### config.mk
export PLATFORM = sky130hd
export DESIGN_NAME = bcd_price_cmp_arb
export DESIGN_NICKNAME = d
export VERILOG_FILES = /design/src/rtl/bcd_price_cmp_arb.sv
export SDC_FILE = /design/constraint.sdc
export NUM_CORES = 1
export LEC_CHECK = 0
export ABC_AREA = 1
export CORE_AREA = 2 2 106 88
export CTS_BUF_LIST = sky130_fd_sc_hd__clkbuf_4 sky130_fd_sc_hd__clkbuf_8
export CTS_CLUSTER_DIAMETER = 80
export DETAILED_ROUTE_END_ITERATION = 16
export DIE_AREA = 0 0 108 90
export PLACE_DENSITY = 0.95
export REMOVE_ABC_BUFFERS = 1
export SYNTH_ARGS = -nofsm -noshare
export SYNTH_HDL_FRONTEND = slang
export SYNTH_SLANG_ARGS = --single-unit
export TNS_END_PERCENT = 100
### constraint.sdc
create_clock -name clk -period 5.7 [get_ports clk]
set_input_delay 0.57 -clock clk [delete_from_list [all_inputs] [get_ports clk]]
set_output_delay 0.57 -clock clk [all_outputs]
set_load 0.005 [all_outputs]
### src/rtl/bcd_price_cmp_arb.sv
`default_nettype none
// ============================================================================
//  Module      : bcd_price_cmp_arb (+ bcd_pkg)
//  Description : Round-robin arbiter that shares one digit-serial BCD price
//                comparator between N_REQ requesters. Walks the five BCD
//                digits MSB-first with early exit on the first difference and
//                returns {id, lt, eq, gt, err} on a valid/ready channel.
//  Revision    : 1.0 - initial release
// ============================================================================

package bcd_pkg;
   // {dollar[2], dollar[1], dollar[0], cents[1], cents[0]}, 4 bits per digit
   typedef logic [19:0] price_t;
endpackage

module bcd_price_cmp_arb #(
   parameter  int N_REQ = 4,
   localparam int ID_W  = $clog2(N_REQ)
) (
   input  logic                  clk,
   input  logic                  rst,
   input  logic [N_REQ-1:0]      req_vld,
   input  logic [N_REQ*20-1:0]   req_a,
   input  logic [N_REQ*20-1:0]   req_b,
   output logic [N_REQ-1:0]      req_rdy,
   output logic                  rsp_vld,
   input  logic                  rsp_rdy,
   output logic [ID_W-1:0]       rsp_id,
   output logic                  rsp_lt,
   output logic                  rsp_eq,
   output logic                  rsp_gt,
   output logic                  rsp_err
);

   typedef enum logic [1:0] {
      S_IDLE = 2'd0,
      S_CMP  = 2'd1,
      S_RSP  = 2'd2
   } state_t;

   localparam logic [ID_W:0] C_NREQ = (ID_W+1)'(N_REQ);

   state_t          state_q, state_d;
   logic [ID_W-1:0] ptr_q, ptr_d;
   logic [ID_W-1:0] id_q, id_d;
   logic [2:0]      idx_q, idx_d;
   bcd_pkg::price_t a_q, a_d;
   bcd_pkg::price_t b_q, b_d;
   logic            lt_q, lt_d;
   logic            eq_q, eq_d;
   logic            gt_q, gt_d;
   logic            err_q, err_d;

   logic            gnt_found;
   logic [ID_W-1:0] gnt_idx;
   logic [ID_W:0]   cand;
   bcd_pkg::price_t sel_a, sel_b;
   logic            sel_err;
   logic [3:0]      a_dig, b_dig;

   // True when any nibble of the price is not a legal BCD digit.
   function automatic logic has_bad_digit(input bcd_pkg::price_t p);
      logic bad;
      bad = 1'b0;
      for (int i = 0; i < 5; i++) begin
         if (p[4*i +: 4] > 4'd9) bad = 1'b1;
      end
      return bad;
   endfunction

   // Round-robin search: first valid requester starting just after ptr, wrapping.
   always_comb begin
      gnt_found = 1'b0;
      gnt_idx   = '0;
      cand      = '0;
      for (int k = 1; k <= N_REQ; k++) begin
         cand = {1'b0, ptr_q} + (ID_W+1)'(k);
         if (cand >= C_NREQ) cand = cand - C_NREQ;
         if (!gnt_found && req_vld[cand[ID_W-1:0]]) begin
            gnt_found = 1'b1;
            gnt_idx   = cand[ID_W-1:0];
         end
      end
   end

   // Operand mux for the winning requester plus BCD legality check.
   always_comb begin
      sel_a = '0;
      sel_b = '0;
      for (int i = 0; i < N_REQ; i++) begin
         if (gnt_idx == ID_W'(i)) begin
            sel_a = req_a[20*i +: 20];
            sel_b = req_b[20*i +: 20];
         end
      end
      sel_err = has_bad_digit(sel_a) | has_bad_digit(sel_b);
   end

   // Pick the digit currently under comparison (idx 4 = most significant).
   always_comb begin
      case (idx_q)
         3'd4:    begin a_dig = a_q[19:16]; b_dig = b_q[19:16]; end
         3'd3:    begin a_dig = a_q[15:12]; b_dig = b_q[15:12]; end
         3'd2:    begin a_dig = a_q[11:8];  b_dig = b_q[11:8];  end
         3'd1:    begin a_dig = a_q[7:4];   b_dig = b_q[7:4];   end
         default: begin a_dig = a_q[3:0];   b_dig = b_q[3:0];   end
      endcase
   end

   // Sequencer: accept in IDLE, one digit per cycle in CMP, hold result in RSP.
   always_comb begin
      state_d = state_q;
      ptr_d   = ptr_q;
      id_d    = id_q;
      idx_d   = idx_q;
      a_d     = a_q;
      b_d     = b_q;
      lt_d    = lt_q;
      eq_d    = eq_q;
      gt_d    = gt_q;
      err_d   = err_q;
      req_rdy = '0;
      case (state_q)
         S_IDLE: begin
            // Grant is suppressed during reset so no requester sees a phantom accept.
            if (gnt_found && !rst) begin
               req_rdy[gnt_idx] = 1'b1;
               a_d     = sel_a;
               b_d     = sel_b;
               id_d    = gnt_idx;
               ptr_d   = gnt_idx;
               idx_d   = 3'd4;
               lt_d    = 1'b0;
               eq_d    = 1'b0;
               gt_d    = 1'b0;
               err_d   = sel_err;
               state_d = sel_err ? S_RSP : S_CMP;
            end
         end
         S_CMP: begin
            if (a_dig < b_dig) begin
               lt_d    = 1'b1;
               state_d = S_RSP;
            end else if (a_dig > b_dig) begin
               gt_d    = 1'b1;
               state_d = S_RSP;
            end else if (idx_q == 3'd0) begin
               eq_d    = 1'b1;
               state_d = S_RSP;
            end else begin
               idx_d   = idx_q - 3'd1;
            end
         end
         S_RSP: begin
            if (rsp_rdy) state_d = S_IDLE;
         end
         default: state_d = S_IDLE;
      endcase
   end

   // State and datapath registers; ptr resets so requester 0 wins first.
   always_ff @(posedge clk) begin
      if (rst) begin
         state_q <= S_IDLE;
         ptr_q   <= ID_W'(N_REQ-1);
         id_q    <= '0;
         idx_q   <= 3'd4;
         a_q     <= '0;
         b_q     <= '0;
         lt_q    <= 1'b0;
         eq_q    <= 1'b0;
         gt_q    <= 1'b0;
         err_q   <= 1'b0;
      end else begin
         state_q <= state_d;
         ptr_q   <= ptr_d;
         id_q    <= id_d;
         idx_q   <= idx_d;
         a_q     <= a_d;
         b_q     <= b_d;
         lt_q    <= lt_d;
         eq_q    <= eq_d;
         gt_q    <= gt_d;
         err_q   <= err_d;
      end
   end

   assign rsp_vld = (state_q == S_RSP);
   assign rsp_id  = id_q;
   assign rsp_lt  = lt_q;
   assign rsp_eq  = eq_q;
   assign rsp_gt  = gt_q;
   assign rsp_err = err_q;

endmodule

`default_nettype wire
* Yosys cells after proc, flatten, opt, wreduce, memory -nomap -nowiden
Cells that the tools add are included.
** Cells by class
- Add/subtract/negate cells :: 9
- Magnitude comparators :: 22
- Eq/ne operators :: 18
- Multiplexer cells :: 66
- Bitwise gates (word level) :: 1
- Reductions and logical operators :: 19
** Operator list (count)
- 20-bit 2-to-1 mux :: 8
- 4-bit > comparator (second input constant) :: 10
- 4-bit one-hot mux with 4 select lines :: 2
- 2-bit 2-to-1 mux :: 14
- 1-bit 2-to-1 mux :: 26
- 2-bit by 3-bit < comparator with 1-bit output (second input constant) :: 5
- 2-bit != test (second input constant) :: 7
- 3-bit >= comparator (second input constant) :: 4
- 3-bit 2-to-1 mux :: 4
- 5-bit AND reduction :: 2
- 1-bit binary-select mux with 2-bit select :: 4
- 4-bit 2-to-1 mux :: 2
- 2-bit by 1-bit subtractor with 2-bit output (second input constant) :: 4
- 2-bit by 2-bit adder with 3-bit output (second input constant) :: 2
- 2-bit equality test (second input constant) :: 3
- 3-bit by 2-bit equality test with 1-bit output (second input constant) :: 2
- 1-bit one-hot mux with 2 select lines :: 3
- 2-bit one-hot mux with 3 select lines :: 1
- 3-bit one-hot mux with 2 select lines :: 1
- 3-bit AND reduction :: 2
- 1-bit logical AND :: 5
- 2-bit by 1-bit equality test with 1-bit output (second input constant) :: 2
- 4-bit > comparator :: 1
- 1-bit logical NOT :: 4
- other kinds (16) :: 17
** Storage, ports and cells
- Register bits :: 53
- Input port bits :: 167
- Output and inout bits :: 11
- Word-level logic and storage cells :: 145

* Logic depth before layout (Yosys ltp)
- Word-level depth :: 30
- Mapped depth :: 25
- Mapped depth without buffers :: 23

* Worst setup path after synthesis
Ideal clock, no wire load.
- Kind :: reg2out
- Start :: reg, netlist name idx_q[0]
- End :: out req_rdy[0]
- Arrival :: 3.092 ns
- Data required time :: 5.130 ns
- Slack :: 2.038 ns
- Stages on the path, launching flop included :: 23
- Path buffers :: 3
- Path through :: dfxtp_1 > inv_1 > ha_1 > nand2_1 > inv_1 > nor2_1 > and3_1 > clkbuf_1 > inv_1 > o21ai_0 > inv_1 > ha_1 > inv_1 > nor2_1 > o21ai_0 > nand2_1 > nand3_1 > nand4_1 > nor2_2 > inv_2 > buf_2 > buf_2 > nor2_1
** RTL lines
- end: declaration :: line 25 : output logic [N_REQ-1:0] req_rdy,

==> flow_metrics.py <==
metrics = {
    "grt": {
        "grt_max_degree": 57,
        "grt_antenna_before_repair": 0,
        "gr-usage-all-layers": 0.2497,
        "first_pass_grt_wire_length_um": 20020,
        "vias_in_the_first_global_route": 4374,
        "grt.overflow.total": 0,
    },
    "floorplan": {
        "die_x_um": 108,
        "floorplan.die.height_um": 90,
        "dieArea_mm2": 0.009720,
        "io_pins": 178,
        "core_area_mm2": 0.008727,
        "starting_density": 0.4566,
        "std_cell_rows": 31,
    },
    "cts": {
        "cts_htree_levels": 2,
        "clock_latency_on_the_worst_skew_pair_ns": 0.31,
        "clock_tree.buffer_depth": 2,
        "clock-root-buffer": "sky130_fd_sc_hd__clkbuf_8",
        "cts_setup_buffers": 0,
        "tritoncts": "yes",
        "clock_sink_count": 53,
        "holdBufCountCts": 0,
        "numCtsBuffers": 5,
        "clkTransAtPathRegs_ns": 0.10,
        "post_cts_resized": 0,
    },
    "finish": {
        "register_area_mm2": 0.001061,
        "antennaDiodeCount": 0,
        "layout-drive-gt1-share": 0.06196,
        "layoutNonFillerInstCount": 922,
        "syn2layout_area_growth_pct": 45.31,
        "num-nets-final": 982,
        "fillerInstances": 771,
        "area_of_the_multi_input_gates_mm2": 0.002475,
    },
    "yosys": {
        "avgSynthCellArea_um2": 6.112,
        "post_synth_xor_area_fraction": 0.004396,
        "yosys.area_share.adder": 0.02826,
        "synth_top_family_by_area": "simple AND/OR/NAND/NOR gates",
        "synth_compound_gate_area_share": 0.1224,
        "netlist_instances": 652,
        "post_synth_num_cell_types": 37,
        "synth_simple_gate_area_share": 0.4659,
        "synth_area_leader_cell": "sky130_fd_sc_hd__dfxtp_1",
        "synth.cell_area_mm2": 0.003985,
        "synth_area_leaders": "sky130_fd_sc_hd__dfxtp_1 27%, sky130_fd_sc_hd__nand2_1 20%, sky130_fd_sc_hd__nand3_1 11%, sky130_fd_sc_hd__nor2_1 5.1%, sky130_fd_sc_hd__o21ai_0 4.9%",
        "netlist.area_leader.share": 0.2662,
        "synthesis.yosys.warnings": 0,
        "synth-seq-area-share": 0.2662,
        "synth_mux_area_frac": 0,
        "synth.ff_latch_count": 53,
    },
    "sta": {
        "final-max-slew-violation-count": 0,
        "grt_setup_unrepaired": "no",
        "slew_headroom": 0.3621,
        "timing.final.hold_violations": 0,
        "fin_crit_sh": 0.8083,
        "report.final.setup_viol": 0,
        "final.min_clock_period_ns": 4.608,
        "timing_worst_slew_pin_value_ns": 0.9534,
        "timing.fmax_ghz": 0.2170,
        "clock_skew_ns": 0.008117,
        "setup-tns-final_ns": 0,
    },
    "power": {
        "cellLeakagePower_nw": 2.536,
        "p_sw_mw": 2.329,
        "power.ir.vdd_worst_mv": 0.6471,
        "comb_power_share": 0.784,
        "sequentialPowerShare": 0.162,
        "pwr_density_cell_mw_per_mm2": 687.9,
        "clock_power_share": 0.054,
        "sw_frac_of_total": 0.5847,
        "intPower_mw": 1.654,
    },
    "place": {
        "post-place-cells": 914,
        "dp_hpwl_um": 9812,
        "gp_congestion": 0.8849,
        "port_buffers": 177,
    },
    "setup_path": {
        "slowest_stage_cell_crit_path": "sky130_fd_sc_hd__clkdlybuf4s50_1",
        "cp.arrival_ns": 4.04,
        "r2r-start": "ptr_q[0]$_SDFFE_PP1P_",
        "critPathMaxFanout": 9,
        "rr_endpoint": "rsp_err$_SDFFE_PP0P_",
        "cp_top_family": "simple AND/OR/NAND/NOR gates",
        "required_time_of_the_critical_path_ns": 5.13,
        "worstRegToRegCells": 19,
        "startpoint_type": "flip-flop",
        "end_kind": "output pin",
        "critical_path_buf_inv_count": 6,
        "critical_path_class": "flip-flop to output pin",
        "reg2reg_setup_slack_ns": 1.89,
        "cpPeakStageDelay_ns": 0.52,
        "timing.critical_path.mode_cell": "sky130_fd_sc_hd__inv_1",
        "worstPathCellList": "inv_1, ha_1, nand2_1, inv_1, nor2_1, and3_1, inv_1, o21ai_0, inv_1, ha_1, inv_1, nor2_1, o21ai_0, nand2_1, nand3_1, nand4_1, nor2_2, nand2_1, nor2_1, clkdlybuf4s50_1",
    },
    "flow_run": {
        "maxCapViolCount": 0,
    },
    "drt": {
        "wl_per_cell_um": 13.52,
        "drt-vias-per-instance": 5.207,
        "drt_iter0_markers": 435,
        "totalWireLength_um": 12470,
        "route.vias.total": 4801,
        "dr.pass1.iters": 5,
        "drt_drc_violations_left": 0,
        "antenna_violating_nets_post_route": 0,
    },
    "run_status": {
        "outcome": "complete, no violations",
    },
    "min_path": {
        "worstHoldStart": "rsp_gt$_SDFFE_PP0P_",
        "timing.hold.worst_path_depth": 2,
        "terminating_pin_of_the_worst_hold_path": "rsp_gt$_SDFFE_PP0P_",
        "worstHoldPathType": "flip-flop to flip-flop",
    },
}
==> cells by family after synthesis <==
| family | Yosys count |
|---|---|
| AND/OR/NAND/NOR | 410 |
| buffers and inverters | 91 |
| AO/OA/AOI/OAI | 87 |
| flip-flops | 53 |
| adder cells (fa/ha/maj) | 9 |
| XOR/XNOR | 2 |
==> registers in the layout (all words and copies together) (netlist names), 2 cells and up <==
register	count
state_q	2
a_q	20
rsp_id	2
b_q	20
ptr_q	2
idx_q	3
==> per-layer routing <==
metal,global-route usage,routed length (um),part of all wire
met1,0.3458,5748,0.46
met2,0.4004,5564,0.45
met3,0.04061,917,0.074
met4,0.06838,239,0.019
met5,0,0,0
==> cell usage after synthesis (all sizes together) <==
| library cell | number |
|---|---|
| a21oi | 27 |
| clkinv | 2 |
| nand4 | 23 |
| a32o | 1 |
| nor2 | 63 |
| inv | 55 |
| o31ai | 3 |
| ha | 9 |
| clkbuf | 10 |
| dfxtp | 53 |
| and3 | 1 |
| a22o | 4 |
| a211oi | 1 |
| o21ai | 41 |
| buf | 24 |
| a221oi | 2 |
| nand3 | 93 |
| nand2 | 223 |
| nor3 | 1 |
| o211ai | 1 |
| xor2 | 2 |
| a31oi | 7 |
| nand3b | 6 |
==> through the flow <==
step	setup WS (ns)	power (mW)	hold WS (ns)	util	area, um^2
final	1.092	3.983	0.4708	0.6635	5791
after global placement	1.586	3.693	0.4580	0.6532	5700
after floorplan	1.441	2.775	0.4361	-	3755
after detailed placement	1.481	3.752	0.4570	0.6532	5700
after CTS	1.133	3.967	0.4715	0.6635	5791
after global routing	0.6268	4.386	0.4951	0.6635	5791
==> power by group through the flow <==
stage	clock, mW	combinational [mW]	sequential, mW
CTS	0.216	3.11	0.639
detailed placement	0	3.10	0.647
floorplan	0	2.16	0.612
finish	0.217	3.12	0.644
global route	0.231	3.50	0.657
global placement	0	3.05	0.645
==> cell type report <==
type / instances / area share
multi-input cells: 508 / 0.4274
repair buffers: 181 / 0.3112
flip-flops and latches: 53 / 0.1832
inverters: 57 / 0.03781
well taps: 115 / 0.02485
clock buffers: 5 / 0.01188
clock inverters: 3 / 0.003673
==> worst max path at each step <==
stage,end,cells past startpoint,from,slack (ns)
2_1_floorplan,req_rdy[0],19,idx_q[0]$_SDFFE_PP0P_,1.44
5_1_grt,req_rdy[2],21,idx_q[1]$_SDFFE_PP0P_,0.63
4_1_cts,req_rdy[3],20,idx_q[0]$_SDFFE_PP0P_,1.13
3_5_place_dp,req_rdy[3],20,idx_q[0]$_SDFFE_PP0P_,1.48
6_report,req_rdy[3],20,idx_q[0]$_SDFFE_PP0P_,1.09
3_3_place_gp,req_rdy[3],20,idx_q[0]$_SDFFE_PP0P_,1.59
==> tightest hold or removal path: stages, from the launching register on <==
cell and delay (ns):
sky130_fd_sc_hd__dfxtp_1 0.32, sky130_fd_sc_hd__nand2_1 0.06, sky130_fd_sc_hd__a21oi_1 0.05
==> cells in the final DEF (no fill, tap or decap), types with 4 or more instances in the layout <==
cell type,n
sky130_fd_sc_hd__a21oi_1,26
sky130_fd_sc_hd__a22o_1,4
sky130_fd_sc_hd__a31oi_1,7
sky130_fd_sc_hd__buf_4,4
sky130_fd_sc_hd__clkbuf_8,5
sky130_fd_sc_hd__clkdlybuf4s50_1,177
sky130_fd_sc_hd__dfxtp_1,53
sky130_fd_sc_hd__ha_1,9
sky130_fd_sc_hd__inv_1,49
sky130_fd_sc_hd__inv_2,4
sky130_fd_sc_hd__nand2_1,208
sky130_fd_sc_hd__nand2_2,13
sky130_fd_sc_hd__nand3_1,87
sky130_fd_sc_hd__nand3_2,6
sky130_fd_sc_hd__nand3b_1,5
sky130_fd_sc_hd__nand4_1,23
sky130_fd_sc_hd__nor2_1,54
sky130_fd_sc_hd__nor2_2,8
sky130_fd_sc_hd__o21ai_0,39
Power figures use the tool's default switching activity.
